[src/rtl/load_store_unit_if.sv]
// ---------------------------------------------------------------------------
// load_store_unit_if
//   Bundles the request/response handshake between the memory stage and the
//   load/store unit, and the ReadEnable/WriteEnable bus between the load/store
//   unit and the word-addressed data memory.
//
//   slave  : view of the load/store unit itself
//            in : ReqValid, ReqWrite, ReqFunct3, ReqAddr, ReqWData, MemDataOut
//            out: ReqReady, RespValid, RespData, RespError,
//                 MemAddress, MemDataIn, MemReadEnable, MemWriteEnable
//   master : view of the environment (requester plus data memory), the mirror
//            image of slave
// ---------------------------------------------------------------------------
interface load_store_unit_if;
    // request handshake
    logic        ReqValid;
    logic        ReqReady;
    logic        ReqWrite;
    logic [2:0]  ReqFunct3;
    logic [31:0] ReqAddr;
    logic [31:0] ReqWData;
    // response
    logic        RespValid;
    logic [31:0] RespData;
    logic        RespError;
    // data memory bus
    logic [31:0] MemAddress;
    logic [31:0] MemDataIn;
    logic        MemReadEnable;
    logic        MemWriteEnable;
    logic [31:0] MemDataOut;

    modport slave (
        input  ReqValid, ReqWrite, ReqFunct3, ReqAddr, ReqWData, MemDataOut,
        output ReqReady, RespValid, RespData, RespError,
               MemAddress, MemDataIn, MemReadEnable, MemWriteEnable
    );

    modport master (
        output ReqValid, ReqWrite, ReqFunct3, ReqAddr, ReqWData, MemDataOut,
        input  ReqReady, RespValid, RespData, RespError,
               MemAddress, MemDataIn, MemReadEnable, MemWriteEnable
    );
endinterface

[src/rtl/load_store_unit.sv]
// ---------------------------------------------------------------------------
// load_store_unit
//   Accepts one RISC-V load or store per handshake, converts the byte address
//   into a word index for a word-addressed memory without byte enables, does
//   sub-word stores as read-modify-write and returns sign/zero-extended loads.
//
//   Parameters
//     MEM_WORDS : number of 32-bit words in data memory
//   Ports
//     clk    : clock, all state changes on the rising edge
//     rst_n  : asynchronous active-low reset
//     io_bus : load_store_unit_if.slave (request, response, memory bus)
// ---------------------------------------------------------------------------
module load_store_unit #(
    parameter int unsigned MEM_WORDS = 256
) (
    input  logic              clk,
    input  logic              rst_n,
    load_store_unit_if.slave  io_bus
);

    localparam logic [32:0] ADDR_LIMIT = 33'(MEM_WORDS) << 2;

    typedef enum logic [2:0] {
        IDLE,
        ISSUE,
        CAPTURE,
        WRITE,
        RESP
    } state_t;

    state_t      r_state;
    state_t      w_next;

    logic        r_write;
    logic [2:0]  r_funct3;
    logic [31:0] r_addr;
    logic [31:0] r_wdata;
    logic [31:0] r_word;     // extracted load result or merged store word
    logic        r_err;

    logic        w_accept;
    logic        w_illegal;
    logic        w_misaligned;
    logic        w_range;
    logic        w_err;
    logic        w_is_sw;
    logic [7:0]  w_byte;
    logic [15:0] w_half;
    logic [31:0] w_load;
    logic [31:0] w_merged;

    assign w_accept = (r_state == IDLE) && io_bus.ReqValid;
    assign w_is_sw  = r_write && (r_funct3 == 3'b010);

    // Request legality, evaluated on the live inputs so the verdict is
    // captured together with the request.
    always_comb begin
        w_illegal    = 1'b0;
        w_misaligned = 1'b0;
        if (io_bus.ReqWrite) begin
            w_illegal = io_bus.ReqFunct3[2] || (io_bus.ReqFunct3[1:0] == 2'b11);
        end else begin
            // 011, 111 via the low bits; 110 via the top two bits
            w_illegal = (io_bus.ReqFunct3[1:0] == 2'b11) ||
                        (io_bus.ReqFunct3[2] && io_bus.ReqFunct3[1]);
        end
        case (io_bus.ReqFunct3[1:0])
            2'b01:   w_misaligned = io_bus.ReqAddr[0];
            2'b10:   w_misaligned = (io_bus.ReqAddr[1:0] != 2'b00);
            default: w_misaligned = 1'b0;
        endcase
        w_range = ({1'b0, io_bus.ReqAddr} >= ADDR_LIMIT);
        w_err   = w_illegal || w_misaligned || w_range;
    end

    // Lane extraction, extension and store merge on the returned memory word.
    always_comb begin
        case (r_addr[1:0])
            2'b00:   w_byte = io_bus.MemDataOut[7:0];
            2'b01:   w_byte = io_bus.MemDataOut[15:8];
            2'b10:   w_byte = io_bus.MemDataOut[23:16];
            default: w_byte = io_bus.MemDataOut[31:24];
        endcase
        w_half = r_addr[1] ? io_bus.MemDataOut[31:16] : io_bus.MemDataOut[15:0];

        case (r_funct3)
            3'b000:  w_load = {{24{w_byte[7]}}, w_byte};
            3'b001:  w_load = {{16{w_half[15]}}, w_half};
            3'b100:  w_load = {24'd0, w_byte};
            3'b101:  w_load = {16'd0, w_half};
            default: w_load = io_bus.MemDataOut;
        endcase

        w_merged = io_bus.MemDataOut;
        if (r_funct3[1:0] == 2'b00) begin
            w_merged[{r_addr[1:0], 3'b000} +: 8] = r_wdata[7:0];
        end else begin
            w_merged[{r_addr[1], 4'b0000} +: 16] = r_wdata[15:0];
        end
    end

    // State register
    always_ff @(posedge clk or negedge rst_n) begin
        if (!rst_n) begin
            r_state <= IDLE;
        end else begin
            r_state <= w_next;
        end
    end

    // Next-state logic
    always_comb begin
        w_next = r_state;
        case (r_state)
            IDLE:    if (io_bus.ReqValid) w_next = w_err ? RESP : ISSUE;
            ISSUE:   w_next = w_is_sw ? RESP : CAPTURE;
            CAPTURE: w_next = r_write ? WRITE : RESP;
            WRITE:   w_next = RESP;
            RESP:    w_next = IDLE;
            default: w_next = IDLE;
        endcase
    end

    // Captured request and datapath registers
    always_ff @(posedge clk or negedge rst_n) begin
        if (!rst_n) begin
            r_write  <= 1'b0;
            r_funct3 <= '0;
            r_addr   <= '0;
            r_wdata  <= '0;
            r_word   <= '0;
            r_err    <= 1'b0;
        end else begin
            if (w_accept) begin
                r_write  <= io_bus.ReqWrite;
                r_funct3 <= io_bus.ReqFunct3;
                r_addr   <= io_bus.ReqAddr;
                r_wdata  <= io_bus.ReqWData;
                r_err    <= w_err;
                r_word   <= '0;
            end
            if (r_state == CAPTURE) begin
                r_word <= r_write ? w_merged : w_load;
            end
        end
    end

    // Outputs are decoded from the state so the async reset clears strobes
    // immediately.
    always_comb begin
        io_bus.ReqReady       = (r_state == IDLE);
        io_bus.MemReadEnable  = (r_state == ISSUE) && !w_is_sw;
        io_bus.MemWriteEnable = ((r_state == ISSUE) && w_is_sw) || (r_state == WRITE);
        io_bus.MemAddress     = {2'b00, r_addr[31:2]};
        io_bus.MemDataIn      = '0;
        if ((r_state == ISSUE) && w_is_sw) begin
            io_bus.MemDataIn = r_wdata;
        end else if (r_state == WRITE) begin
            io_bus.MemDataIn = r_word;
        end
        io_bus.RespValid = (r_state == RESP);
        io_bus.RespError = (r_state == RESP) && r_err;
        io_bus.RespData  = ((r_state == RESP) && !r_write) ? r_word : '0;
    end

endmodule

[src/flat_wrapper.sv]
// flat-port wrapper written by rule: the top's interface ports become plain ports
module load_store_unit_flat 
#(
    parameter int unsigned MEM_WORDS = 256
)
  (clk, rst_n, io_bus_ReqValid, io_bus_ReqWrite, io_bus_ReqFunct3, io_bus_ReqAddr, io_bus_ReqWData, io_bus_MemDataOut, io_bus_ReqReady, io_bus_RespValid, io_bus_RespData, io_bus_RespError, io_bus_MemAddress, io_bus_MemDataIn, io_bus_MemReadEnable, io_bus_MemWriteEnable);
  load_store_unit_if io_bus_i ();
  input  logic clk;
  input  logic rst_n;
  input wire logic [$bits(io_bus_i.ReqValid)-1:0] io_bus_ReqValid;
  input wire logic [$bits(io_bus_i.ReqWrite)-1:0] io_bus_ReqWrite;
  input wire logic [$bits(io_bus_i.ReqFunct3)-1:0] io_bus_ReqFunct3;
  input wire logic [$bits(io_bus_i.ReqAddr)-1:0] io_bus_ReqAddr;
  input wire logic [$bits(io_bus_i.ReqWData)-1:0] io_bus_ReqWData;
  input wire logic [$bits(io_bus_i.MemDataOut)-1:0] io_bus_MemDataOut;
  output wire logic [$bits(io_bus_i.ReqReady)-1:0] io_bus_ReqReady;
  output wire logic [$bits(io_bus_i.RespValid)-1:0] io_bus_RespValid;
  output wire logic [$bits(io_bus_i.RespData)-1:0] io_bus_RespData;
  output wire logic [$bits(io_bus_i.RespError)-1:0] io_bus_RespError;
  output wire logic [$bits(io_bus_i.MemAddress)-1:0] io_bus_MemAddress;
  output wire logic [$bits(io_bus_i.MemDataIn)-1:0] io_bus_MemDataIn;
  output wire logic [$bits(io_bus_i.MemReadEnable)-1:0] io_bus_MemReadEnable;
  output wire logic [$bits(io_bus_i.MemWriteEnable)-1:0] io_bus_MemWriteEnable;
  assign io_bus_i.ReqValid = io_bus_ReqValid;
  assign io_bus_i.ReqWrite = io_bus_ReqWrite;
  assign io_bus_i.ReqFunct3 = io_bus_ReqFunct3;
  assign io_bus_i.ReqAddr = io_bus_ReqAddr;
  assign io_bus_i.ReqWData = io_bus_ReqWData;
  assign io_bus_i.MemDataOut = io_bus_MemDataOut;
  assign io_bus_ReqReady = io_bus_i.ReqReady;
  assign io_bus_RespValid = io_bus_i.RespValid;
  assign io_bus_RespData = io_bus_i.RespData;
  assign io_bus_RespError = io_bus_i.RespError;
  assign io_bus_MemAddress = io_bus_i.MemAddress;
  assign io_bus_MemDataIn = io_bus_i.MemDataIn;
  assign io_bus_MemReadEnable = io_bus_i.MemReadEnable;
  assign io_bus_MemWriteEnable = io_bus_i.MemWriteEnable;
  load_store_unit #(.MEM_WORDS(MEM_WORDS)) u_core (.clk(clk), .rst_n(rst_n), .io_bus(io_bus_i));
endmodule
[config.mk]
export PLATFORM = sky130hd
export DESIGN_NAME = load_store_unit_flat
export DESIGN_NICKNAME = d
export VERILOG_FILES = /design/src/rtl/load_store_unit_if.sv /design/src/rtl/load_store_unit.sv /design/src/flat_wrapper.sv
export SDC_FILE = /design/constraint.sdc
export NUM_CORES = 1
export LEC_CHECK = 0
export CORE_MARGIN = 2
export CORE_UTILIZATION = 30
export DETAILED_ROUTE_END_ITERATION = 6
export PLACE_DENSITY = 0.63
export RECOVER_POWER = 25
export SYNTH_ARGS = -nofsm -noshare
export SYNTH_HDL_FRONTEND = slang
export SYNTH_SLANG_ARGS = --single-unit
[constraint.sdc]
create_clock -name clk -period 2.9 [get_ports clk]
set_input_delay 0.58 -clock clk [delete_from_list [all_inputs] [get_ports clk]]
set_output_delay 0.58 -clock clk [all_outputs]
set_load 0.01 [all_outputs]
* After elaboration in Yosys (flattened, before gate mapping)
Cells that the tools add are included.
** Word-level totals
- Output and inout port bits :: 101
- Register bits after elaboration :: 104
- Input bits :: 103
- Word-level logic and storage cells :: 67
** Operators by class
- Muxes and demuxes :: 19
- Reductions and logical operators :: 20
- Order comparisons :: 1
- Shift-type cells :: 4
- $add $sub $neg :: 2
- Equal/unequal tests :: 14
** Operators by type and width (count)
- 32-bit two-way mux :: 7
- 32-bit case mux with 4 select lines :: 1
- 32-bit bitwise mux :: 2
- 32-bit by 11-bit >= comparator with 1-bit output (second input constant) :: 1
- 16-bit by 7-bit variable shift with 32-bit output (first input constant) :: 1
- 8-bit by 7-bit variable shift with 32-bit output (first input constant) :: 1
- 16-bit by 7-bit indexed part select with 32-bit output :: 1
- 8-bit by 7-bit indexed part select with 32-bit output :: 1
- 8-bit case mux with 3 select lines :: 1
- 16-bit two-way mux :: 1
- 5-bit negation with 7-bit output :: 2
- 3-bit two-way mux :: 4
- 3-bit case mux with 4 select lines :: 1
- 3-bit by 2-bit equality test with 1-bit output (second input constant) :: 3
- 3-bit equality test (second input constant) :: 3
- 1-bit logical AND :: 7
- 2-bit equality test (second input constant) :: 3
- 3-bit by 1-bit equality test with 1-bit output (second input constant) :: 2
- 3-bit logical NOT :: 2
- 1-bit logical OR :: 5
- 2-bit by 1-bit equality test with 1-bit output (second input constant) :: 2
- 2-bit logical NOT :: 2
- 2-bit nonzero test :: 2
- 1-bit logical NOT :: 2
- 3 further kinds :: 3

* Longest topological paths before layout
Gate-level depths: netlist (run 1).
- Depth in word-level cells :: 8
- Depth in mapped cells :: 11
- Mapped depth without buffers :: 7

* Worst setup path before layout (run 1)
Ideal clock, no wire load.
- Kind :: register to register
- Start :: register u_core.r_addr[1]
- End :: register u_core.r_word[16]
- Path slack :: 0.428 ns
- Cell stages (with the launch flop) :: 12
- Clock period less this slack :: 2.472 ns
- Data required time :: 2.774 ns
- Setup time :: 0.126 ns
- Arrival :: 2.346 ns
- Path buffers :: 4
- Cell sequence :: dfrtp_1 > clkbuf_1 > clkinv_1 > ha_1 > buf_2 > a22oi_2 > a211oi_2 > a211o_1 > buf_6 > nor2b_4 > buf_6 > a221o_1
** On the way
- Longest elaborated chain between the ends :: 6
- Elaborated cells between the ends (all ways) :: 17
- Those cells by class :: add/sub: 2; eq/ne: 2; shift: 4; mux: 8; reduce/logical: 1
** Ends and longest elaborated chain
- from (decl) :: line load_store_unit.sv:37 : logic [31:0] r_addr;
- from (signal assigned) :: line load_store_unit.sv:138 : r_addr <= io_bus.ReqAddr;
- 5-bit negation with 7-bit output, on equally long branches :: line load_store_unit.sv:99, load_store_unit.sv:97
- 16-bit by 7-bit indexed part select with 32-bit output (tied with other cells) :: line load_store_unit.sv:99 : w_merged[{r_addr[1], 4'b0000} +: 16] = r_wdata[15:0];
- 32-bit bitwise mux, on equally long branches :: line load_store_unit.sv:99, load_store_unit.sv:97
- 32-bit two-way mux :: line load_store_unit.sv:96 : if (r_funct3[1:0] == 2'b00) begin
- 32-bit two-way mux * :: line load_store_unit.sv:144 : r_word <= r_write ? w_merged : w_load;
- 32-bit two-way mux * :: line load_store_unit.sv:143 : if (r_state == CAPTURE) begin
- to (signal assigned) :: line load_store_unit.sv:144
- to (decl) :: line load_store_unit.sv:39 : logic [31:0] r_word;
Mark *: on every way between the ends. The rest lies on a longest branch, timed or not.
A chain may end at the register's enable or synchronous reset.

* Worst setup path after layout (run 1)
- Start :: register u_core.r_write
- End :: output io_bus_MemWriteEnable
** On the way
- Longest elaborated chain between the ends :: 3
** Ends and longest elaborated chain
- from (decl) :: line load_store_unit.sv:35 : logic r_write;
- from (signal assigned) :: line load_store_unit.sv:136 : r_write <= io_bus.ReqWrite;
- 1-bit logical AND :: line load_store_unit.sv:54 : assign w_is_sw = r_write && (r_funct3 == 3'b010);
- 1-bit logical AND :: line load_store_unit.sv:154 : io_bus.MemWriteEnable = ((r_state == ISSUE) && w_is_sw) || (r_state == WRITE);
- 1-bit logical OR :: line load_store_unit.sv:154
- to (decl) :: line flat_wrapper.sv:23 : output wire logic [$bits(io_bus_i.MemWriteEnable)-1:0] io_bus_MemWriteEnable;
No other way between the ends.

==> flow_summary.toml, run 1 <==
[run_status]
status = "finished with violations"
violations = "DRC, capacitance limit, slew limit"

[placement]
place_hpwl_mm = 15.48
portBuffers = 201
place_area_mm2 = 0.008663
globalplace.congestion = 0.9080

[floorplan]
start_util_pct = 30.74
std_cell_rows = 53
coreArea_mm2 = 0.02115
die_w_um = 151.2
die_h_um = 151.2
die-area_mm2 = 0.02287
pin_count = 204

[sta]
fmax_mhz = 354.7
fin_worst_skew_ns = 0.01389
hold_violations = 0
tightest_slew_ns = 1.621
finalCriticalPeriod_ns = 2.820
fin_crit_sh_pct = 97.23
setup_viol = 0
report.final.slew_viol_count = 26
relSlewSlack_pct = -8.091

[setup_path]
critPathArrivalTime_ns = 2.24
startpoint = "u_core.r_write"
crit_required_ns = 2.32
critical_path_class = "register to primary output"
setup.worst_path.end_class = "primary output"
worstReg2RegStart = "u_core.r_addr[1]"
critPathLaunchType = "register"
reg2regPathDepth = 7
worst-path-max-fanout = 16
rrSetupSlack_ns = 0.31
worstSetupEndpoint = "io_bus_MemWriteEnable"
rr_endpoint = "u_core.r_word[23]"

[layout]
n_antenna_cell = 0
post-route-util_pct = 42.72
nets = 908
drive_above_1_share_pct = 16.71
multiInputGateArea_mm2 = 0.003371
area_growth_pct = 38.96
postLayoutCellArea_mm2 = 0.009037
fill_cells = 2076
regArea_mm2 = 0.002604

[yosys]
yosys.cell_count.top_type = "dfrtp_1"
synthSimpleGateAreaFrac_pct = 11.04
synth_xor_area_share_pct = 0
synthAdderAreaFrac_pct = 1.539
yosys-top-cells-area = "dfrtp_1 (40%), mux2_2 (12%), a22o_1 (4.8%)"
syn_area_mm2 = 0.006504
synthMuxAreaShare_pct = 15.24
synth-compound-area-share_pct = 23.57
synth_edf_count = 0
ys_ff_latch = 104
synth_warnings = 0
synth_ff_type = "dfrtp_1"
synthDistinctLibCells = 59
async_flop_share_pct = 100.0
synth_top_family_by_area = "compound AO/OA/AOI/OAI gates"
postSynthCellCount = 637
netlist_top_cells_count = "dfrtp_1 (104), mux2_2 (72), a21oi_1 (36), a22o_1 (36), and2_1 (34)"
yosysSeqAreaShare_pct = 40.02
synth_top_cell_by_area = "dfrtp_1"
synth_top_area_share_pct = 40.02
avgSynthCellArea_um2 = 10.21

[routing]
met1_length_mm = 8.827
vias = 5857
wl_met3_mm = 2.063
dr.max_layer_used = "met5"
routed_via_density = 5.438
first_pass_iters = 7
dr_wl_met2_mm = 10.37
drc = 11
routed_wl_mm = 21.69
drt_iter0_markers = 501
route.antenna.remaining_nets = 0
wl_per_cell_um = 20.14

[pwr]
power_density_mw_per_mm2 = 472.1
p_leak_nw = 3.660
irDropWorstVdd_uv = 388.0

[clock_tree]
clock_path_buffers = 2
clk-insertion-delay-late_ns = 0.37
cts_tree = "done"
cts_buffers = 9
htree_levels = 3
path_clk_slew_ns = 0.08
clockRootBuffer = "clkbuf_16"
cts.sinks = 104

[global_routing]
grt.overflow.total = 0
grt_max_degree = 44
grt_pass1_wl_mm = 33.02
track_usage_pct = 18.87
antenna_found_initial = 1
grt_pass1_vias = 5764

[worst_hold_path]
holdCritPathClass = "register to register"

[run]
drv_cap = 1
worst max-delay path, stage by stage, from the launching register on:
cell and delay, ns:
dfrtp_2 0.46, and4bb_2 0.27, and3_4 0.20, clkbuf_16 0.19, or2_2 0.28, clkdlybuf4s50_1 0.47
per-layer routing:
layer	GRT usage (%)	vias to the layer above
met5	0	-
met4	5.748	2
met3	6.596	31
met2	30.72	296
met1	23.53	2825
li1	-	2703
layout make-up:
class,instances,share of cell area (%)
clock buffer,9,2.492
clock inverter,7,0.9137
inverter,19,0.7891
multi-input combinational,429,37.30
sequential,104,28.81
tap,275,3.807
timing repair buffer,234,25.89
metrics by stage:
step	hold slack, ns	TNS, ns	setup slack, ns	std cells	total power, mW
finish	0.4925	0	0.08045	1077	4.267
global route	0.5177	-0.0006297	-0.0006297	1077	4.497
CTS	0.1269	0	0.005796	1073	4.307
detailed placement	0.4768	0	0.3539	1057	2.967
global placement	0.4689	0	0.3875	1057	2.954
floorplan	0.2844	0	0.4281	638	2.475
registers in the layout, summed over array words and instances (netlist names):
| name | cells |
|---|---|
| u_core.r_addr | 32 |
| u_core.r_err | 1 |
| u_core.r_funct3 | 3 |
| u_core.r_write | 1 |
| u_core.r_state | 3 |
| u_core.r_wdata | 32 |
| u_core.r_word | 32 |
worst min-delay path by stage:
stage / from / to / slack (ns) / depth (start not counted)
2_1_floorplan: rst_n / u_core.r_addr[0] / 0.28 / 0
3_3_place_gp: u_core.r_err / u_core.r_err / 0.47 / 1
3_5_place_dp: u_core.r_err / u_core.r_err / 0.48 / 1
4_1_cts: rst_n / u_core.r_addr[23] / 0.13 / 1
5_1_grt: u_core.r_err / u_core.r_err / 0.52 / 1
6_report: u_core.r_err / u_core.r_err / 0.49 / 1
power by group:
| group | switching [mW] | leakage (nW) | total (mW) | internal (mW) |
|---|---|---|---|---|
| logic | 0.571 | 2.25 | 1.19 | 0.621 |
| clock network | 0.622 | 0.152 | 1.31 | 0.688 |
| registers | 0.146 | 1.26 | 1.76 | 1.62 |
| total | 1.34 | 3.66 | 4.27 | 2.93 |
cells by family after synthesis:
group	count (synthesis)
AO/OA/AOI/OAI	199
flip-flops	104
buffers and inverters	105
AND/OR/NAND/NOR	130
adder cells (fa/ha/maj)	8
other	1
multiplexers	90
layout by cell type, fill, tap and decap left out, drive strengths merged, types with 10 or more instances in the layout:
| cell type | netlist | routed |
|---|---|---|
| nor2 | 31 | 31 |
| a221oi | 19 | 19 |
| clkdlybuf4s50 | 0 | 196 |
| nor2b | 12 | 12 |
| dfrtp | 104 | 104 |
| a22o | 36 | 36 |
| a222oi | 17 | 17 |
| inv | 17 | 22 |
| and2 | 35 | 35 |
| o21ai | 15 | 15 |
| a22oi | 10 | 10 |
| mux2i | 18 | 18 |
| a21oi | 37 | 37 |
| nand2 | 16 | 16 |
| clkbuf | 30 | 12 |
| buf | 56 | 31 |
| a221o | 15 | 15 |
| a211o | 15 | 15 |
| mux2 | 72 | 72 |
timing repair:
item	4_1_cts	5_1_grt
setup endpoints to repair	32	65
cloned	0	1
hold buffers	0	0
hold endpoints to repair	0	0
setup buffers	0	3
gates resized for setup	1	8
pin swaps	0	2
Power figures use the tool's default switching activity.
==> run 2, diff against run 1 <==
--- a/config.mk
+++ b/config.mk
@@ -6,9 +6,9 @@
 export NUM_CORES = 1
 export LEC_CHECK = 0
 export CORE_MARGIN = 2
-export CORE_UTILIZATION = 30
+export CORE_UTILIZATION = 35
 export DETAILED_ROUTE_END_ITERATION = 6
-export PLACE_DENSITY = 0.63
+export PLACE_DENSITY = 0.7
 export RECOVER_POWER = 25
 export SYNTH_ARGS = -nofsm -noshare
 export SYNTH_HDL_FRONTEND = slang
==> run 2 against run 1 <==
Net effect: the run now ends clean; core utilization up 6.5 points; maximum frequency about the same; final area fell by 1.5%; largest cell class unchanged; total power fell by 2.5%; global-route usage grew 2.1 points; combinational power is essentially flat.
==> flow_summary.toml, run 2 (same netlist as run 1, synthesis figures left out) <==
[sta]
fin_worst_skew_ns = 0.007419
fmax_mhz = 354.3
hold_violations = 0
fin_crit_sh_pct = 97.32
setup_tns_ns = 0
report.final.slew_viol_count = 0
whs_ns = 0.4837
setup_viol = 0
finalCriticalPeriod_ns = 2.822
tightest_slew_ns = 1.456
grt_setup_unrepaired = "no"
relSlewSlack_pct = 2.958

[clock_tree]
htree_levels = 3
cts_tree = "done"
cts_setup_buffers = 0
clock_path_buffers = 2
cts_buffers = 9
clockRootBuffer = "clkbuf_16"
cts.sinks = 104
clk-insertion-delay-late_ns = 0.36
path_clk_slew_ns = 0.07

[layout]
drive_above_1_share_pct = 16.29
postLayoutCellArea_mm2 = 0.008901
final_common_cell = "clkdlybuf4s50_1"
n_antenna_cell = 0
fill_cells = 1715
nets = 905
post-route-util_pct = 49.21
reg.largest.list = "u_core.r_addr x32, u_core.r_wdata x32, u_core.r_word x32"
layout_common_cells = "clkdlybuf4s50_1 (198), dfrtp_1 (102), mux2_2 (72)"
area_growth_pct = 36.86

[routing]
first_pass_iters = 6
routed_wl_mm = 20.75
vias = 5902
wl_per_cell_um = 20.21
drc = 0
drt_iter0_markers = 613
routed_via_density = 5.747
route.antenna.remaining_nets = 0

[floorplan]
pin_count = 204
coreArea_mm2 = 0.01809
die_w_um = 140.3
std_cell_rows = 49
die_h_um = 140.3
start_util_pct = 35.96
die-area_mm2 = 0.01969

[global_routing]
grt_pass1_vias = 5906
grt_max_degree = 42
grt.overflow.total = 0
track_usage_pct = 20.96
antenna_found_initial = 0
grt_pass1_wl_mm = 32.60

[pwr]
switching_share_pct = 30.46
p_clk_share_pct = 29.5
seqPwrFrac_pct = 42.3
irDropWorstVdd_uv = 387.8
p_leak_nw = 3.565
p_sw_mw = 1.267
power_density_mw_per_mm2 = 467.3
p_int_mw = 2.893
p_comb_share_pct = 28.2

[run]
drv_cap = 0

[placement]
portBuffers = 201
place_area_mm2 = 0.008593
globalplace.congestion = 0.8987
place_hpwl_mm = 14.74

[worst_hold_path]
holdCritPathClass = "register to register"
min_from = "u_core.r_err"

[setup_path]
worst-path-max-fanout = 16
worstReg2RegStart = "u_core.r_addr[1]"
critPathArrivalTime_ns = 2.24
crit_required_ns = 2.32
startpoint = "u_core.r_funct3[2]"
setup.worst_path.end_class = "primary output"
critPathLaunchType = "register"
critical_path_class = "register to primary output"

[run_status]
status = "finished clean"
run 2: path summary, 6_finish.rpt:
| check | endpoint | slack (ns) | cells after the start |
|---|---|---|---|
| min reg2reg | u_core.r_err | 0.48 | 1 |
| max reg2reg | u_core.r_word[22] | 0.39 | 7 |
| max in group asynchronous | u_core.r_state[1] | 0.52 | 2 |
| max | io_bus_MemDataIn[29] | 0.08 | 5 |
| min | u_core.r_err | 0.48 | 1 |
| min in group asynchronous | u_core.r_addr[2] | 0.56 | 1 |
run 2: what timing repair did:
item / CTS / global route
hold buffers: 0 / 0
gates cloned: 0 / 1
endpoints found under the setup margin: 5 / 61
pin swaps: 1 / 0
gates resized for setup: 2 / 6
run 2: per-layer routing:
metal	share of wire [%]	global-route usage (%)	vias up
li1	-	-	2693
met1	42	26.29	2879
met2	46	34.00	293
met3	9.1	6.462	37
met4	2.9	7.974	0
met5	0	0	-
run 2: per-stage QoR:
stage	std cells	power (mW)	setup slack [ns]
3_3_place_gp	1011	2.933	0.3372
2_1_floorplan	638	2.475	0.4281
3_5_place_dp	1011	2.950	0.2878
4_1_cts	1026	4.207	0.02787
5_1_grt	1027	4.382	0.009561
6_report	1027	4.159	0.07780
run 2: power groups by stage:
stage	logic [mW]	clock network, mW	registers [mW]
finish	1.17	1.23	1.76
global route	1.27	1.33	1.78
CTS	1.17	1.28	1.76
detailed placement	1.16	0	1.79
global placement	1.15	0	1.78
floorplan	0.737	0	1.74
run 2: layout make-up:
class / instances / area (µm²) / area share, %
Timing Repair Buffer: 231 / 2285 / 25.67
Clock inverter: 5 / 58.81 / 0.6607
Clock buffer: 10 / 229.0 / 2.572
Multi-Input combinational cell: 429 / 3366 / 37.81
Tap cell: 229 / 286.5 / 3.219
Inverter: 19 / 71.32 / 0.8012
Sequential cell: 104 / 2605 / 29.27
run 2: worst max-delay path: stages (launching register included):
cell and delay (ns):
dfrtp_1 0.42, and4bb_2 0.35, and3_4 0.23, clkbuf_16 0.20
a22o_1 0.14, clkdlybuf4s50_1 0.54
